===== src/rtl/mem_arbiter_if.sv =====
// Requester and memory-port signal bundle for mem_arbiter.
// The arbiter takes the slave view; requesters and the memory model take the master view.
interface mem_arbiter_if #(
    parameter int NUM_MASTERS = 2,
    parameter int ADDR_WIDTH  = 32,
    parameter int DATA_WIDTH  = 32
);
    localparam int MW = DATA_WIDTH / 8;

    logic [NUM_MASTERS-1:0]            m_reqValid;
    logic [NUM_MASTERS*ADDR_WIDTH-1:0] m_addr;
    logic [NUM_MASTERS-1:0]            m_wen;
    logic [NUM_MASTERS*DATA_WIDTH-1:0] m_wdata;
    logic [NUM_MASTERS*MW-1:0]         m_wmask;
    logic [NUM_MASTERS-1:0]            m_respValid;
    logic [DATA_WIDTH-1:0]             m_rdata;

    logic                  mem_en;
    logic                  mem_wen;
    logic [ADDR_WIDTH-1:0] mem_addr;
    logic [DATA_WIDTH-1:0] mem_wdata;
    logic [MW-1:0]         mem_wmask;
    logic [DATA_WIDTH-1:0] mem_rdata;

    modport slave (
        input  m_reqValid, m_addr, m_wen, m_wdata, m_wmask, mem_rdata,
        output m_respValid, m_rdata, mem_en, mem_wen, mem_addr, mem_wdata, mem_wmask
    );

    modport master (
        output m_reqValid, m_addr, m_wen, m_wdata, m_wmask, mem_rdata,
        input  m_respValid, m_rdata, mem_en, mem_wen, mem_addr, mem_wdata, mem_wmask
    );
endinterface


===== src/rtl/mem_arbiter.sv =====
// N-master arbiter serialising requests onto one fixed-latency SRAM port.
// Fixed-priority or round-robin selection; the just-served master is skipped in RESP.
module mem_arbiter #(
    parameter int NUM_MASTERS = 2,
    parameter int ADDR_WIDTH  = 32,
    parameter int DATA_WIDTH  = 32,
    parameter int MEM_LATENCY = 1,
    parameter int RR_MODE     = 1,
    localparam int GW = (NUM_MASTERS > 2) ? $clog2(NUM_MASTERS) : 1,
    localparam int MW = DATA_WIDTH / 8
) (
    input  logic          clk,
    input  logic          rst,
    mem_arbiter_if.slave  bus,
    output logic          busy,
    output logic [GW-1:0] grant_idx
);
    localparam int CW = 4;

    typedef enum logic [1:0] {IDLE, ISSUE, WAIT, RESP} state_t;

    state_t                state_q, state_d;
    logic [GW-1:0]         grant_q, grant_d;
    logic [GW-1:0]         rr_ptr_q, rr_ptr_d;
    logic [CW-1:0]         cnt_q, cnt_d;
    logic [DATA_WIDTH-1:0] rdata_q, rdata_d;
    logic                  wr_q, wr_d;

    logic [ADDR_WIDTH-1:0] addr_arr  [NUM_MASTERS];
    logic [DATA_WIDTH-1:0] wdata_arr [NUM_MASTERS];
    logic [MW-1:0]         wmask_arr [NUM_MASTERS];

    for (genvar g = 0; g < NUM_MASTERS; g++) begin : g_unpack
        assign addr_arr[g]  = bus.m_addr[g*ADDR_WIDTH +: ADDR_WIDTH];
        assign wdata_arr[g] = bus.m_wdata[g*DATA_WIDTH +: DATA_WIDTH];
        assign wmask_arr[g] = bus.m_wmask[g*MW +: MW];
    end

    // Winner search; in RESP the master being answered is masked so others get a turn.
    logic [NUM_MASTERS-1:0] arb_req;
    logic [GW-1:0]          arb_start, arb_win, arb_sel;
    logic                   arb_found;

    always_comb begin
        int idx;
        // NOTE: every combinational output gets a default before any branch, so no latch is inferred.
        idx       = 0;
        arb_sel   = '0;
        arb_win   = '0;
        arb_found = 1'b0;
        arb_req   = bus.m_reqValid;
        if (state_q == RESP) arb_req[grant_q] = 1'b0;
        arb_start = (RR_MODE != 0) ? rr_ptr_q : '0;
        for (int i = 0; i < NUM_MASTERS; i++) begin
            idx = int'(arb_start) + i;
            if (idx >= NUM_MASTERS) idx = idx - NUM_MASTERS;
            arb_sel = GW'(idx);
            if (!arb_found && arb_req[arb_sel]) begin
                arb_found = 1'b1;
                arb_win   = arb_sel;
            end
        end
    end

    always_comb begin
        state_d  = state_q;
        grant_d  = grant_q;
        rr_ptr_d = rr_ptr_q;
        cnt_d    = cnt_q;
        rdata_d  = rdata_q;
        wr_d     = wr_q;
        unique case (state_q)
            IDLE, RESP: begin
                if (arb_found) begin
                    state_d  = ISSUE;
                    grant_d  = arb_win;
                    rr_ptr_d = (int'(arb_win) == NUM_MASTERS - 1) ? '0 : arb_win + GW'(1);
                end else begin
                    state_d = IDLE;
                end
            end
            ISSUE: begin
                cnt_d   = CW'(MEM_LATENCY - 1);
                wr_d    = bus.m_wen[grant_q];
                state_d = WAIT;
            end
            WAIT: begin
                if (cnt_q == '0) begin
                    rdata_d = wr_q ? '0 : bus.mem_rdata;
                    state_d = RESP;
                end else begin
                    cnt_d = cnt_q - CW'(1);
                end
            end
            default: state_d = IDLE;
        endcase
    end

    // Memory strobes and data are only non-zero while ISSUE is the registered state.
    always_comb begin
        bus.mem_en      = 1'b0;
        bus.mem_wen     = 1'b0;
        bus.mem_addr    = '0;
        bus.mem_wdata   = '0;
        bus.mem_wmask   = '0;
        bus.m_respValid = '0;
        if (state_q == ISSUE) begin
            bus.mem_en    = 1'b1;
            bus.mem_wen   = bus.m_wen[grant_q];
            bus.mem_addr  = addr_arr[grant_q];
            bus.mem_wdata = wdata_arr[grant_q];
            bus.mem_wmask = wmask_arr[grant_q];
        end
        if (state_q == RESP) bus.m_respValid[grant_q] = 1'b1;
    end

    assign bus.m_rdata = rdata_q;
    assign busy        = (state_q != IDLE);
    assign grant_idx   = grant_q;

    always_ff @(posedge clk) begin
        // NOTE: state registers use non-blocking assignments so every flop samples pre-edge values.
        if (rst) begin
            state_q  <= IDLE;
            grant_q  <= '0;
            rr_ptr_q <= '0;
            cnt_q    <= '0;
            rdata_q  <= '0;
            wr_q     <= 1'b0;
        end else begin
            state_q  <= state_d;
            grant_q  <= grant_d;
            rr_ptr_q <= rr_ptr_d;
            cnt_q    <= cnt_d;
            rdata_q  <= rdata_d;
            wr_q     <= wr_d;
        end
    end
endmodule


===== src/flat_wrapper.sv =====
// flat-port wrapper written by rule: the top's interface ports become plain ports
module mem_arbiter_flat 
#(
    parameter int NUM_MASTERS = 2,
    parameter int ADDR_WIDTH  = 32,
    parameter int DATA_WIDTH  = 32,
    parameter int MEM_LATENCY = 1,
    parameter int RR_MODE     = 1,
    localparam int GW = (NUM_MASTERS > 2) ? $clog2(NUM_MASTERS) : 1,
    localparam int MW = DATA_WIDTH / 8
)
  (clk, rst, busy, grant_idx, bus_m_reqValid, bus_m_addr, bus_m_wen, bus_m_wdata, bus_m_wmask, bus_mem_rdata, bus_m_respValid, bus_m_rdata, bus_mem_en, bus_mem_wen, bus_mem_addr, bus_mem_wdata, bus_mem_wmask);
  mem_arbiter_if #(.NUM_MASTERS(NUM_MASTERS), .ADDR_WIDTH(ADDR_WIDTH), .DATA_WIDTH(DATA_WIDTH)) bus_i ();
  input  logic clk;
  input  logic rst;
  output logic busy;
  output logic [GW-1:0] grant_idx;
  input wire logic [$bits(bus_i.m_reqValid)-1:0] bus_m_reqValid;
  input wire logic [$bits(bus_i.m_addr)-1:0] bus_m_addr;
  input wire logic [$bits(bus_i.m_wen)-1:0] bus_m_wen;
  input wire logic [$bits(bus_i.m_wdata)-1:0] bus_m_wdata;
  input wire logic [$bits(bus_i.m_wmask)-1:0] bus_m_wmask;
  input wire logic [$bits(bus_i.mem_rdata)-1:0] bus_mem_rdata;
  output wire logic [$bits(bus_i.m_respValid)-1:0] bus_m_respValid;
  output wire logic [$bits(bus_i.m_rdata)-1:0] bus_m_rdata;
  output wire logic [$bits(bus_i.mem_en)-1:0] bus_mem_en;
  output wire logic [$bits(bus_i.mem_wen)-1:0] bus_mem_wen;
  output wire logic [$bits(bus_i.mem_addr)-1:0] bus_mem_addr;
  output wire logic [$bits(bus_i.mem_wdata)-1:0] bus_mem_wdata;
  output wire logic [$bits(bus_i.mem_wmask)-1:0] bus_mem_wmask;
  assign bus_i.m_reqValid = bus_m_reqValid;
  assign bus_i.m_addr = bus_m_addr;
  assign bus_i.m_wen = bus_m_wen;
  assign bus_i.m_wdata = bus_m_wdata;
  assign bus_i.m_wmask = bus_m_wmask;
  assign bus_i.mem_rdata = bus_mem_rdata;
  assign bus_m_respValid = bus_i.m_respValid;
  assign bus_m_rdata = bus_i.m_rdata;
  assign bus_mem_en = bus_i.mem_en;
  assign bus_mem_wen = bus_i.mem_wen;
  assign bus_mem_addr = bus_i.mem_addr;
  assign bus_mem_wdata = bus_i.mem_wdata;
  assign bus_mem_wmask = bus_i.mem_wmask;
  mem_arbiter #(.NUM_MASTERS(NUM_MASTERS), .ADDR_WIDTH(ADDR_WIDTH), .DATA_WIDTH(DATA_WIDTH), .MEM_LATENCY(MEM_LATENCY), .RR_MODE(RR_MODE)) u_core (.clk(clk), .rst(rst), .bus(bus_i), .busy(busy), .grant_idx(grant_idx));
endmodule

===== config.mk =====
export PLATFORM = sky130hd
export DESIGN_NAME = mem_arbiter_flat
export DESIGN_NICKNAME = d
export VERILOG_FILES = /design/src/rtl/mem_arbiter_if.sv /design/src/rtl/mem_arbiter.sv /design/src/flat_wrapper.sv
export SDC_FILE = /design/constraint.sdc
export NUM_CORES = 1
export LEC_CHECK = 0
export CORE_AREA = 4 4 106 108
export CTS_CLUSTER_SIZE = 8
export DETAILED_ROUTE_END_ITERATION = 10
export DIE_AREA = 0 0 110 112
export GPL_TIMING_DRIVEN = 0
export PLACE_DENSITY = 0.8
export SLEW_MARGIN = 20
export SYNTH_ARGS = -nofsm -noshare
export SYNTH_HDL_FRONTEND = slang
export SYNTH_SLANG_ARGS = --single-unit

===== constraint.sdc =====
create_clock -name clk -period 4 [get_ports clk]
set_input_delay 0.6 -clock clk [delete_from_list [all_inputs] [get_ports clk]]
set_output_delay 0.6 -clock clk [all_outputs]
set_load 0.01 [all_outputs]

==> flow_summary.yaml <==
clocking:
  htreeDepth: 2
  cts-root-buf: "clkbuf_8"
  ctsResizeCount: 0
  clkSlewWorstSetupHoldPaths_ps: 80
  cts_buffer_depth: 2
  ctsHoldBuffers: 0
  cts.sinks: 41
  post_cts_buffers: 0
  cts_tree: "yes"
  clkLatencyLatePin_ps: 290
  cts_inserted_buffers: 5
finish:
  layout_common_cells: "clkdlybuf4s50_1, nor2b_1, mux2i_1, dfxtp_1, a21oi_1"
  utilization_pct: 58.7
  mostFrequentLayoutCell: "clkdlybuf4s50_1"
  antenna_cells: 0
  area_delta_synth_final_pct: 104
  finalNetCount: 824
  drive_gt1_share_pct: 3.41
timing:
  hold_viol: 0
  fin_tns_setup_ps: 0
  finalCriticalPeriod_ps: 3140
  fin_crit_sh_pct: 78.4
  rsz0062_at_grt: "no"
  setup_ws_ps: 863
  max_freq_ghz: 0.319
  fin_skew_ps: 7.25
  tightest_slew_ps: 684
  slew_headroom_pct: 54.3
  drv_slew: 0
  setup_viol: 0
grt:
  grt_pass1_wl_mm: 19.6
  grt_usage_pct: 20.2
  grt_pass1_vias: 3724
  antenna_found_initial: 0
  grt_start_max_net_pins: 13
  grt.overflow.total: 0
yosys:
  synthCells: 360
  synth_top_area_cell: "dfxtp_1"
  ys_ff_latch: 41
  synth_nets: 539
  ys_seq_area_share_pct: 27.8
  yosysWarnings: 0
  syn-cell-area_um2: 2950
  netlist.area_leader.share_pct: 27.8
  synth.distinct_cells: 27
  syn_avg_cell_area_um2: 8.19
  ys_top_cells_by_area: "dfxtp_1, mux2i_1, nor2b_1"
route:
  drcViolationCount: 0
  vias: 3611
  viasPerCell: 4.62
  routed_wl_mm: 13.4
  initialDrtViolationCount: 144
  drt-wirelength-per-cell_um: 17.1
  ant_nets: 0
  dr.pass1.iters: 4
critical_path:
  crit_top_cell: "clkbuf_1"
  rr_startpoint: "u_core.state_q[0]"
  worst_ep_required_time_ps: 3400
  cp.depth: 5
  worstSetupEndpointType: "output pin"
  cp_max_fo: 10
  crit_family: "buffers and inverters"
  arrival_ps: 2540
  critPathKind: "reg -> out"
  max_stage_delay_ps: 630
  crit_start: "u_core.state_q[0]"
  worstPathCellList: "ha_1, clkbuf_1, clkbuf_1, nor2b_1, clkdlybuf4s50_1"
  r2r_cells: 8
  startpoint_type: "flip-flop"
  path_buf_inv: 3
  cp_slowest_cell: "clkdlybuf4s50_1"
hold_path:
  holdCritStartpoint: "u_core.bus.m_rdata[18]"
  hold_path_class: "reg -> reg"
  min_path_cells: 2
floorplan:
  io_pins: 280
  die-height_um: 112
  die-area_um2: 12300
  num_rows: 37
  core_area_um2: 10200
  die_x_um: 110
  initial_core_util_pct: 28.8
power:
  p_total_mw: 2.76
  p_leak_nw: 2.10
  vdd_drop_max_mv: 0.307
  power_density_nw_per_um2: 459
flow_run:
  cap_violations: 0
place:
  place_ws_ps: 1140
  dp_hpwl_mm: 11.4
  gp_congestion: 0.821
  numPortBuffers: 278
outcome:
  status: "finished, final reports clean"
[cell type report]
type / count / area, um^2
Buffer: 33 / 140
Clock buffer: 5 / 68.8
Clock inverter: 2 / 35.0
Fill cell: 919 / 4230
Inverter: 8 / 30.0
Multi-Input combinational cell: 278 / 1960
Sequential cell: 41 / 821
Tap cell: 136 / 170
Timing Repair Buffer: 278 / 2780
[routing by layer]
layer  part of all wire, %  vias to the layer above  track usage (%)
met1                    36                     1641             21.6
met5                     0                        -                0
met3                   8.7                       22             5.68
li1                      -                     1797                -
met2                    52                      151             37.7
met4                   2.6                        0             5.65
[where the power goes]
| group | switching [mW] | internal [mW] | leakage, nW |
|---|---|---|---|
| Sequential | 0.0486 | 0.488 | 0.333 |
| Combinational | 0.854 | 1.04 | 1.71 |
| Clock | 0.140 | 0.182 | 0.0540 |
[path summary, 6_finish.rpt]
check	to	slack (ps)
setup reg to reg	u_core.bus.m_rdata[14]	2110
setup / recovery	bus_mem_wmask[0]	860
hold reg to reg	u_core.bus.m_rdata[18]	450
hold / removal	u_core.bus.m_rdata[18]	450
[kinds of logic after synthesis]
family	after synthesis	synth area share, %
buf+inv	41	5.77
flops	41	27.8
mux	69	23.4
fa+ha+maj	5	2.12
compound gates	50	9.63
simple gates	154	31.2
[per-stage QoR]
step | hold slack (ps) | area (um^2) | instances
after global placement | 439 | 5900 | 774
after floorplan | 449 | 2950 | 360
after global routing | 473 | 6010 | 781
after detailed placement | 445 | 5900 | 774
final | 454 | 6010 | 781
after CTS | 453 | 6010 | 781
[synthesized netlist by cell type (all sizes together)]
| master | count |
|---|---|
| a211oi | 2 |
| nand2b | 2 |
| buf | 13 |
| a221oi | 1 |
| mux2i | 69 |
| nor2 | 4 |
| a21oi | 38 |
| nor2b | 71 |
| nand3b | 32 |
| or3b | 1 |
| dfxtp | 41 |
| o211ai | 3 |
| nand2 | 34 |
| o21ai | 3 |
| or4 | 1 |
| nand4b | 1 |
| a32oi | 1 |
| a311oi | 1 |
| inv | 8 |
| nand3 | 3 |
| or3 | 2 |
| nand4bb | 1 |
| nor4bb | 1 |
| nor3b | 1 |
| ha | 5 |
| clkbuf | 20 |
| o32ai | 1 |
[state kept, by name, indices dropped and copies added, names as in the netlist, named ones only]
signal              cells
u_core.bus.m_rdata     32
u_core.cnt_q            4
u_core.grant_idx        1
u_core.state_q          2
u_core.wr_q             1
[tightest hold or removal path, delay by kind of cell, from the launching register on]
kind	cells	cell delay (ps)
AOI/OAI and AO/OA	1	50
and+or+nand+nor	1	50
DFF	1	310
Power figures use the tool's default switching activity.
